==> config.mk <==
export PLATFORM = sky130hd
export DESIGN_NAME = mem_avmm_cmd_issuer_flat
export DESIGN_NICKNAME = d
export VERILOG_FILES = /design/src/rtl/mem_avmm_cmd_issuer_if.sv /design/src/rtl/mem_avmm_cmd_issuer.sv /design/src/flat_wrapper.sv
export SDC_FILE = /design/constraint.sdc
export NUM_CORES = 1
export LEC_CHECK = 0
export CORE_AREA = 5 5 163 165
export DETAILED_ROUTE_END_ITERATION = 16
export DIE_AREA = 0 0 168 170
export GPL_ROUTABILITY_DRIVEN = 0
export PLACE_DENSITY_LB_ADDON = 0.08
export SLEW_MARGIN = 20
export SYNTH_ARGS = -nofsm -noshare
export SYNTH_HDL_FRONTEND = slang
export SYNTH_SLANG_ARGS = --single-unit
==> constraint.sdc <==
create_clock -name clk -period 8.2 [get_ports clk]
set_clock_uncertainty 0.2 [all_clocks]
set_input_delay 0.82 -clock clk [delete_from_list [all_inputs] [get_ports clk]]
set_output_delay 0.82 -clock clk [all_outputs]
set_load 0.03 [all_outputs]
==> src/rtl/mem_avmm_cmd_issuer_if.sv <==
// Avalon-MM master/slave bundle between the command issuer and the DDR controller.
//   avm_address / avm_read / avm_write / avm_writedata : command from the master
//   avm_waitrequest                                    : slave stall
//   avm_readdata / avm_readdatavalid                   : read response from the slave
interface mem_avmm_cmd_issuer_if #(
  parameter int unsigned AVM_ADDR_WIDTH = 27,
  parameter int unsigned WORD_WIDTH     = 64
);

  logic [AVM_ADDR_WIDTH-1:0] avm_address;
  logic                      avm_read;
  logic                      avm_write;
  logic [WORD_WIDTH-1:0]     avm_writedata;
  logic                      avm_waitrequest;
  logic [WORD_WIDTH-1:0]     avm_readdata;
  logic                      avm_readdatavalid;

  modport master (
    output avm_address,
    output avm_read,
    output avm_write,
    output avm_writedata,
    input  avm_waitrequest,
    input  avm_readdata,
    input  avm_readdatavalid
  );

  modport slave (
    input  avm_address,
    input  avm_read,
    input  avm_write,
    input  avm_writedata,
    output avm_waitrequest,
    output avm_readdata,
    output avm_readdatavalid
  );

endinterface

==> src/rtl/mem_avmm_cmd_issuer.sv <==
// Turns rowhammer state-machine requests into single Avalon-MM transactions, one at a time.
// Ports:
//   clk, reset          : clock, asynchronous active-high reset
//   gen_address/gen_word: request address / write data from the test state machine
//   write, state        : request direction; request is valid in test states 1..3
//   confirm             : 1-cycle pulse per completed (or timed-out) transaction
//   pattern_rb          : last word read back from memory
//   avm                 : Avalon-MM master port
//   busy                : high outside IDLE
//   rd_count/wr_count   : saturating completed-transaction counters
//   timeout_err         : sticky read-timeout flag
module mem_avmm_cmd_issuer #(
  parameter int unsigned ADDR_WIDTH     = 64,
  parameter int unsigned WORD_WIDTH     = 64,
  parameter int unsigned AVM_ADDR_WIDTH = 27,
  parameter int unsigned TIMEOUT_CYCLES = 1024
) (
  input  logic                        clk,
  input  logic                        reset,
  input  logic [ADDR_WIDTH-1:0]       gen_address,
  input  logic [WORD_WIDTH-1:0]       gen_word,
  input  logic                        write,
  input  logic [3:0]                  state,
  output logic                        confirm,
  output logic [WORD_WIDTH-1:0]       pattern_rb,
  mem_avmm_cmd_issuer_if.master       avm,
  output logic                        busy,
  output logic [31:0]                 rd_count,
  output logic [31:0]                 wr_count,
  output logic                        timeout_err
);

  localparam int unsigned TMO_W   = $clog2(TIMEOUT_CYCLES);
  localparam int unsigned CNT_W   = 32;

  typedef enum logic [1:0] {
    S_IDLE,
    S_ISSUE,
    S_WAIT_RD,
    S_DONE
  } fsm_e;

  fsm_e                      fsm_q, fsm_d;
  logic                      wr_q, wr_d;
  logic [TMO_W-1:0]          tmo_cnt_q, tmo_cnt_d;
  logic [AVM_ADDR_WIDTH-1:0] avm_address_q, avm_address_d;
  logic [WORD_WIDTH-1:0]     avm_writedata_q, avm_writedata_d;
  logic                      avm_read_q, avm_read_d;
  logic                      avm_write_q, avm_write_d;
  logic                      confirm_q, confirm_d;
  logic                      busy_q, busy_d;
  logic [WORD_WIDTH-1:0]     pattern_rb_q, pattern_rb_d;
  logic [CNT_W-1:0]          rd_count_q, rd_count_d;
  logic [CNT_W-1:0]          wr_count_q, wr_count_d;
  logic                      timeout_err_q, timeout_err_d;

  logic                      start_c;
  logic                      tmo_last_c;

  // Only the INIT, HAMMER and READ test states issue memory traffic.
  assign start_c    = (state == 4'd1) || (state == 4'd2) || (state == 4'd3);
  assign tmo_last_c = (tmo_cnt_q == TMO_W'(TIMEOUT_CYCLES - 1));

  // Upper gen_address bits are outside the Avalon word address space.
  if (ADDR_WIDTH > AVM_ADDR_WIDTH) begin : g_addr_hi
    logic unused_addr_hi;
    assign unused_addr_hi = ^gen_address[ADDR_WIDTH-1:AVM_ADDR_WIDTH];
  end

  // Next-state and registered-output logic.
  always_comb begin
    fsm_d           = fsm_q;
    wr_d            = wr_q;
    tmo_cnt_d       = tmo_cnt_q;
    avm_address_d   = avm_address_q;
    avm_writedata_d = avm_writedata_q;
    avm_read_d      = avm_read_q;
    avm_write_d     = avm_write_q;
    pattern_rb_d    = pattern_rb_q;
    rd_count_d      = rd_count_q;
    wr_count_d      = wr_count_q;
    timeout_err_d   = timeout_err_q;
    confirm_d       = 1'b0;
    busy_d          = 1'b0;

    unique case (fsm_q)
      S_IDLE: begin
        if (start_c) begin
          // Latch the request; later changes upstream are ignored until DONE.
          avm_address_d   = gen_address[AVM_ADDR_WIDTH-1:0];
          avm_writedata_d = gen_word;
          wr_d            = write;
          avm_write_d     = write;
          avm_read_d      = ~write;
          fsm_d           = S_ISSUE;
        end
      end

      S_ISSUE: begin
        if (!avm.avm_waitrequest) begin
          avm_read_d  = 1'b0;
          avm_write_d = 1'b0;
          if (wr_q) begin
            wr_count_d = (wr_count_q == '1) ? wr_count_q : wr_count_q + CNT_W'(1);
            fsm_d      = S_DONE;
          end else begin
            tmo_cnt_d = '0;
            fsm_d     = S_WAIT_RD;
          end
        end
      end

      S_WAIT_RD: begin
        // Data in the same cycle as the last timeout count still counts as a good read.
        if (avm.avm_readdatavalid) begin
          pattern_rb_d = avm.avm_readdata;
          rd_count_d   = (rd_count_q == '1) ? rd_count_q : rd_count_q + CNT_W'(1);
          fsm_d        = S_DONE;
        end else if (tmo_last_c) begin
          timeout_err_d = 1'b1;
          fsm_d         = S_DONE;
        end else begin
          tmo_cnt_d = tmo_cnt_q + TMO_W'(1);
        end
      end

      S_DONE: begin
        fsm_d = S_IDLE;
      end

      default: begin
        fsm_d = S_IDLE;
      end
    endcase

    confirm_d = (fsm_d == S_DONE);
    busy_d    = (fsm_d != S_IDLE);
  end

  // State register; reset aborts any in-flight command without reissue.
  always_ff @(posedge clk or posedge reset) begin
    if (reset) begin
      fsm_q           <= S_IDLE;
      wr_q            <= 1'b0;
      tmo_cnt_q       <= '0;
      avm_address_q   <= '0;
      avm_writedata_q <= '0;
      avm_read_q      <= 1'b0;
      avm_write_q     <= 1'b0;
      confirm_q       <= 1'b0;
      busy_q          <= 1'b0;
      pattern_rb_q    <= '0;
      rd_count_q      <= '0;
      wr_count_q      <= '0;
      timeout_err_q   <= 1'b0;
    end else begin
      fsm_q           <= fsm_d;
      wr_q            <= wr_d;
      tmo_cnt_q       <= tmo_cnt_d;
      avm_address_q   <= avm_address_d;
      avm_writedata_q <= avm_writedata_d;
      avm_read_q      <= avm_read_d;
      avm_write_q     <= avm_write_d;
      confirm_q       <= confirm_d;
      busy_q          <= busy_d;
      pattern_rb_q    <= pattern_rb_d;
      rd_count_q      <= rd_count_d;
      wr_count_q      <= wr_count_d;
      timeout_err_q   <= timeout_err_d;
    end
  end

  assign avm.avm_address   = avm_address_q;
  assign avm.avm_writedata = avm_writedata_q;
  assign avm.avm_read      = avm_read_q;
  assign avm.avm_write     = avm_write_q;
  assign confirm           = confirm_q;
  assign busy              = busy_q;
  assign pattern_rb        = pattern_rb_q;
  assign rd_count          = rd_count_q;
  assign wr_count          = wr_count_q;
  assign timeout_err       = timeout_err_q;

endmodule

==> src/flat_wrapper.sv <==
// flat-port wrapper written by rule: the top's interface ports become plain ports
module mem_avmm_cmd_issuer_flat 
#(
  parameter int unsigned ADDR_WIDTH     = 64,
  parameter int unsigned WORD_WIDTH     = 64,
  parameter int unsigned AVM_ADDR_WIDTH = 27,
  parameter int unsigned TIMEOUT_CYCLES = 1024
)
  (clk, reset, gen_address, gen_word, write, state, confirm, pattern_rb, busy, rd_count, wr_count, timeout_err, avm_avm_address, avm_avm_read, avm_avm_write, avm_avm_writedata, avm_avm_waitrequest, avm_avm_readdata, avm_avm_readdatavalid);
  mem_avmm_cmd_issuer_if #(.AVM_ADDR_WIDTH(AVM_ADDR_WIDTH), .WORD_WIDTH(WORD_WIDTH)) avm_i ();
  input  logic clk;
  input  logic reset;
  input  logic [ADDR_WIDTH-1:0] gen_address;
  input  logic [WORD_WIDTH-1:0] gen_word;
  input  logic write;
  input  logic [3:0] state;
  output logic confirm;
  output logic [WORD_WIDTH-1:0] pattern_rb;
  output logic busy;
  output logic [31:0] rd_count;
  output logic [31:0] wr_count;
  output logic timeout_err;
  output wire logic [$bits(avm_i.avm_address)-1:0] avm_avm_address;
  output wire logic [$bits(avm_i.avm_read)-1:0] avm_avm_read;
  output wire logic [$bits(avm_i.avm_write)-1:0] avm_avm_write;
  output wire logic [$bits(avm_i.avm_writedata)-1:0] avm_avm_writedata;
  input wire logic [$bits(avm_i.avm_waitrequest)-1:0] avm_avm_waitrequest;
  input wire logic [$bits(avm_i.avm_readdata)-1:0] avm_avm_readdata;
  input wire logic [$bits(avm_i.avm_readdatavalid)-1:0] avm_avm_readdatavalid;
  assign avm_avm_address = avm_i.avm_address;
  assign avm_avm_read = avm_i.avm_read;
  assign avm_avm_write = avm_i.avm_write;
  assign avm_avm_writedata = avm_i.avm_writedata;
  assign avm_i.avm_waitrequest = avm_avm_waitrequest;
  assign avm_i.avm_readdata = avm_avm_readdata;
  assign avm_i.avm_readdatavalid = avm_avm_readdatavalid;
  mem_avmm_cmd_issuer #(.ADDR_WIDTH(ADDR_WIDTH), .WORD_WIDTH(WORD_WIDTH), .AVM_ADDR_WIDTH(AVM_ADDR_WIDTH), .TIMEOUT_CYCLES(TIMEOUT_CYCLES)) u_core (.clk(clk), .reset(reset), .gen_address(gen_address), .gen_word(gen_word), .write(write), .state(state), .confirm(confirm), .pattern_rb(pattern_rb), .avm(avm_i), .busy(busy), .rd_count(rd_count), .wr_count(wr_count), .timeout_err(timeout_err));
endmodule
==> results.txt <==
----------------------------------------------------
[Run status]
  Outcome ... complete, no violations

[Routing]
  Count of routing violations after the opening detailed-route iteration ... 526
  Post-detailed-routing wire length ... 29300 µm
  Per-cell routed wire length ... 16.6 µm
  Total via count in the routed design ... 8260
  Number of optimization iterations in the first detailed-route pass ... 4
  Antenna Nets Post-Route ... 0
  Detail-routed via count per cell ... 4.67
  Detailed-route DRC error count ... 0

[CTS]
  Cts bufs inserted ... 26
  Total clock sinks ... roughly 240
  Hold buffer count at cts ... 0
  Number of levels in the clock H-tree ... 1
  Post-CTS Setup Bufs ... 0
  Root Buffer Master ... clkbuf_16
  Source-to-sink clock delay at the later pin of the worst-skew pair ... 0.53 ns
  CTS resizes ... 0
  Clock tree from TritonCTS ... done
  Clock tree buffer depth ... 3
  Clock input transition at the sequential cells of the worst setup and hold paths ... 0.06 ns

[Die]
  Height of the chip ... 170 µm
  Die Outline Area ... 28600 µm²
  Floorplan Core Area ... between 20000 and 25000 µm²
  Std cell rows ... 58
  Ports placed on the boundary ... 425
  Die outline width ... 168 µm
  Effective utilization at floorplan ... 38.9%

[STA]
  Fraction of the cycle the final worst path needs ... 38.7%
  Final total negative setup slack ... 0 ns
  Slew Limit Fails ... 0
  Final hold violations ... 0
  Relative slew slack ... 36.7%
  Final setup viols ... 0
  Worst path setup slack after routing ... 5.03 ns
  Crit path time final ... 3.17 ns
  Transition at the pin with the smallest max-transition slack ... 0.949 ns
  Highest Clock Rate ... 315 MHz
  Unrepaired setup endpoints after global routing ... false

[Global routing]
  Antenna violations before repair ... 1
  Wire length of the first global-routing pass ... about 46000 µm
  Aggregate global routing overflow ... 0
  Number of global-route vias before repair ... roughly 8200
  All-Layer GR Usage ... between 15 and 20%
  Largest net degree at the start of global routing ... 109

[Power and ir drop]
  Max IR drop VDD ... 177 µV
  Power density normalized to cell area ... 353 nW/µm²
  Total Power Consumption ... about 5.2 mW
  Leak pwr ... a little under 7 nW

[Setup path]
  Setup crit start kind ... primary input
  Arrival time reported for the critical path endpoint ... 3.41 ns
  WP data required ... approximately 8.4 ns
  Worst Setup End Kind ... flip-flop
  Crit path kind ... primary input to flip-flop
  CP Max Fanout ... 69

[Synthesis]
  Post-synthesis cell type count ... 46
  Area share of the largest cell type after synthesis ... between 60% and 70%
  Syn_nets ... between 1000 and 1500
  Fraction of registers with async set or reset after synthesis ... 100%
  Synth Area in Simple Gates ... ~28%
  Library cell with the largest summed area after synthesis ... dfrtp_1
  Number of enable-type register cells in the synthesized netlist ... 0
  Dominant combinational cell family by area after synthesis ... simple AND/OR/NAND/NOR gates
  Synth warn ... 0
  Synth Area in Compound Gates ... 2.39%
  Main synth FF type ... dfrtp_1
  Cell Area, Synth ... 9690 µm²
  Sequential-to-total area share from yosys stat ... 61.2%
  Mux contribution to synthesized area ... 0.349%
  Average instance area after synthesis ... 9.35 µm²
  Synth Area in XOR/XNOR ... under 10%
  Register bit total from synthesis ... 237
  Gate count after technology mapping ... 1037
  Leading cell types by total area after synthesis ... dfrtp_1, nand2_1, xnor2_1
  Adder-Cell Fraction of Synth Area ... 0.387%

[Worst hold path]
  Class of the tightest hold or removal check ... flip-flop to flip-flop

[Flow run]
  Count of max-cap constraint violations ... 0

[Place]
  Estimated wirelength of the detail-placed design ... 20900 µm
  Minimum setup slack after placement ... roughly 4.5 ns
  Port-buffer cells ... 387

[Final layout]
  Utilization of the core after routing ... 59.2%
  Area Growth Syn to Fin ... 52.1%
  Count of fill cells added during filler insertion ... 2184
  Fraction of final layout cells sized beyond drive strength 1 ... approximately 4.2%
  Final nets ... about 1600

----------------------------------------------------
==> cell type report <==
type / instances / area [µm²] / share of cell area, %
Inverter: 11 / 48.8 / 0.331
Sequential cell: 237 / 5930 / 40.2
Tap cell: 330 / 413 / 2.80
Clock inverter: 6 / 66.3 / 0.450
Multi-Input combinational cell: 747 / 3570 / 24.2
Clock buffer: 41 / 787 / 5.34
Timing Repair Buffer: 394 / 3930 / 26.6
Antenna cell: 1 / 2.50 / 0.0170
==> registers in the layout (all words and copies together) (netlist names) <==
register / cells
u_core.avm.avm_address: 27
u_core.avm.avm_read: 1
u_core.avm.avm_write: 1
u_core.avm.avm_writedata: 64
u_core.busy: 1
u_core.confirm: 1
u_core.fsm_q: 2
u_core.pattern_rb: 64
u_core.rd_count: 32
u_core.timeout_err: 1
u_core.tmo_cnt_q: 10
u_core.wr_count: 32
u_core.wr_q: 1
==> per-stage QoR <==
stage               hold WS [ns]  cells  instance area [µm²]
floorplan                  0.267   1037                 9690
global placement           0.240   1719                13900
detailed placement         0.249   1719                13900
CTS                        0.265   1766                14700
global route               0.290   1767                14700
finish                     0.259   1767                14700
==> cell usage after synthesis, types with 8 or more instances <==
library cell	instances
and3_1	11
clkbuf_1	39
dfrtp_1	237
inv_1	11
nand2_1	500
nand3_1	36
nand4_1	17
nor2_1	36
nor3_1	10
nor4_1	8
o21ai_0	10
xnor2_1	39
xor2_1	22
==> power breakdown <==
group	internal, mW	total [mW]	switching, mW	leakage (nW)
combinational	0.893	2.26	1.36	3.48
sequential	1.56	1.79	0.226	3.03
clock	0.687	1.15	0.466	0.423
==> path summary, 6_finish.rpt <==
path                                                endpoint  cells past startpoint                            from  slack, ns
min                           u_core.timeout_err$_DFFE_PP0P_                      1  u_core.timeout_err$_DFFE_PP0P_       0.26
min reg2reg                   u_core.timeout_err$_DFFE_PP0P_                      1  u_core.timeout_err$_DFFE_PP0P_       0.26
max in group asynchronous    u_core.rd_count[16]$_DFFE_PP0P_                      3                           reset       5.73
max                          u_core.rd_count[24]$_DFFE_PP0P_                      7           avm_avm_readdatavalid       5.03
min in group asynchronous  u_core.pattern_rb[20]$_DFFE_PP0P_                      2                           reset       0.63
max reg2reg                  u_core.rd_count[24]$_DFFE_PP0P_                      6       u_core.fsm_q[0]$_DFF_PP0_       5.41
==> critical path, cell delays in order <==
cell	delay, ns
clkdlybuf4s50_1	0.58
nand3b_1	0.10
buf_4	0.33
nor4_1	0.65
o211ai_1	0.35
nor4_1	0.35
xor2_1	0.17
==> cell usage in the layout, fill, tap and decap left out, types with 2 or more instances in the layout <==
master,synthesis,final
and3_1,11,11
and4_1,4,4
nand4_1,17,17
o31a_1,2,2
buf_4,1,7
clkbuf_1,39,7
ha_1,3,3
nand2b_1,5,5
a21oi_1,4,4
o211ai_1,2,2
a31oi_1,3,3
clkbuf_16,0,26
o21ai_0,10,10
xor2_1,22,22
clkdlybuf4s50_1,0,387
nand2_1,500,500
clkbuf_8,0,8
nor2_1,36,35
inv_1,11,10
dfrtp_1,237,237
or4_4,2,2
mux2_2,2,2
clkinv_2,0,4
nand3b_1,2,2
nand3_1,36,36
or4_1,3,3
nor4_1,8,8
nor2b_1,2,2
o31ai_1,5,5
nor3_1,10,10
o21a_1,3,2
xnor2_1,39,39
==> cell families after synthesis <==
kind of cell / after synthesis
compound gates: 35
xor+xnor: 61
fa+ha+maj: 3
buf+inv: 53
flops: 237
mux: 3
simple gates: 645
==> per-layer routing <==
| layer | GRT usage, % | vias to the layer above | share of wire, % |
|---|---|---|---|
| li1 | - | 4074 | - |
| met1 | 24.3 | 3824 | 40 |
| met2 | 32.4 | 312 | 46 |
| met3 | 8.22 | 50 | 11 |
| met4 | 6.25 | 0 | 2.8 |
| met5 | 0 | - | 0 |
No activity file was read; power rests on OpenSTA's default activity.
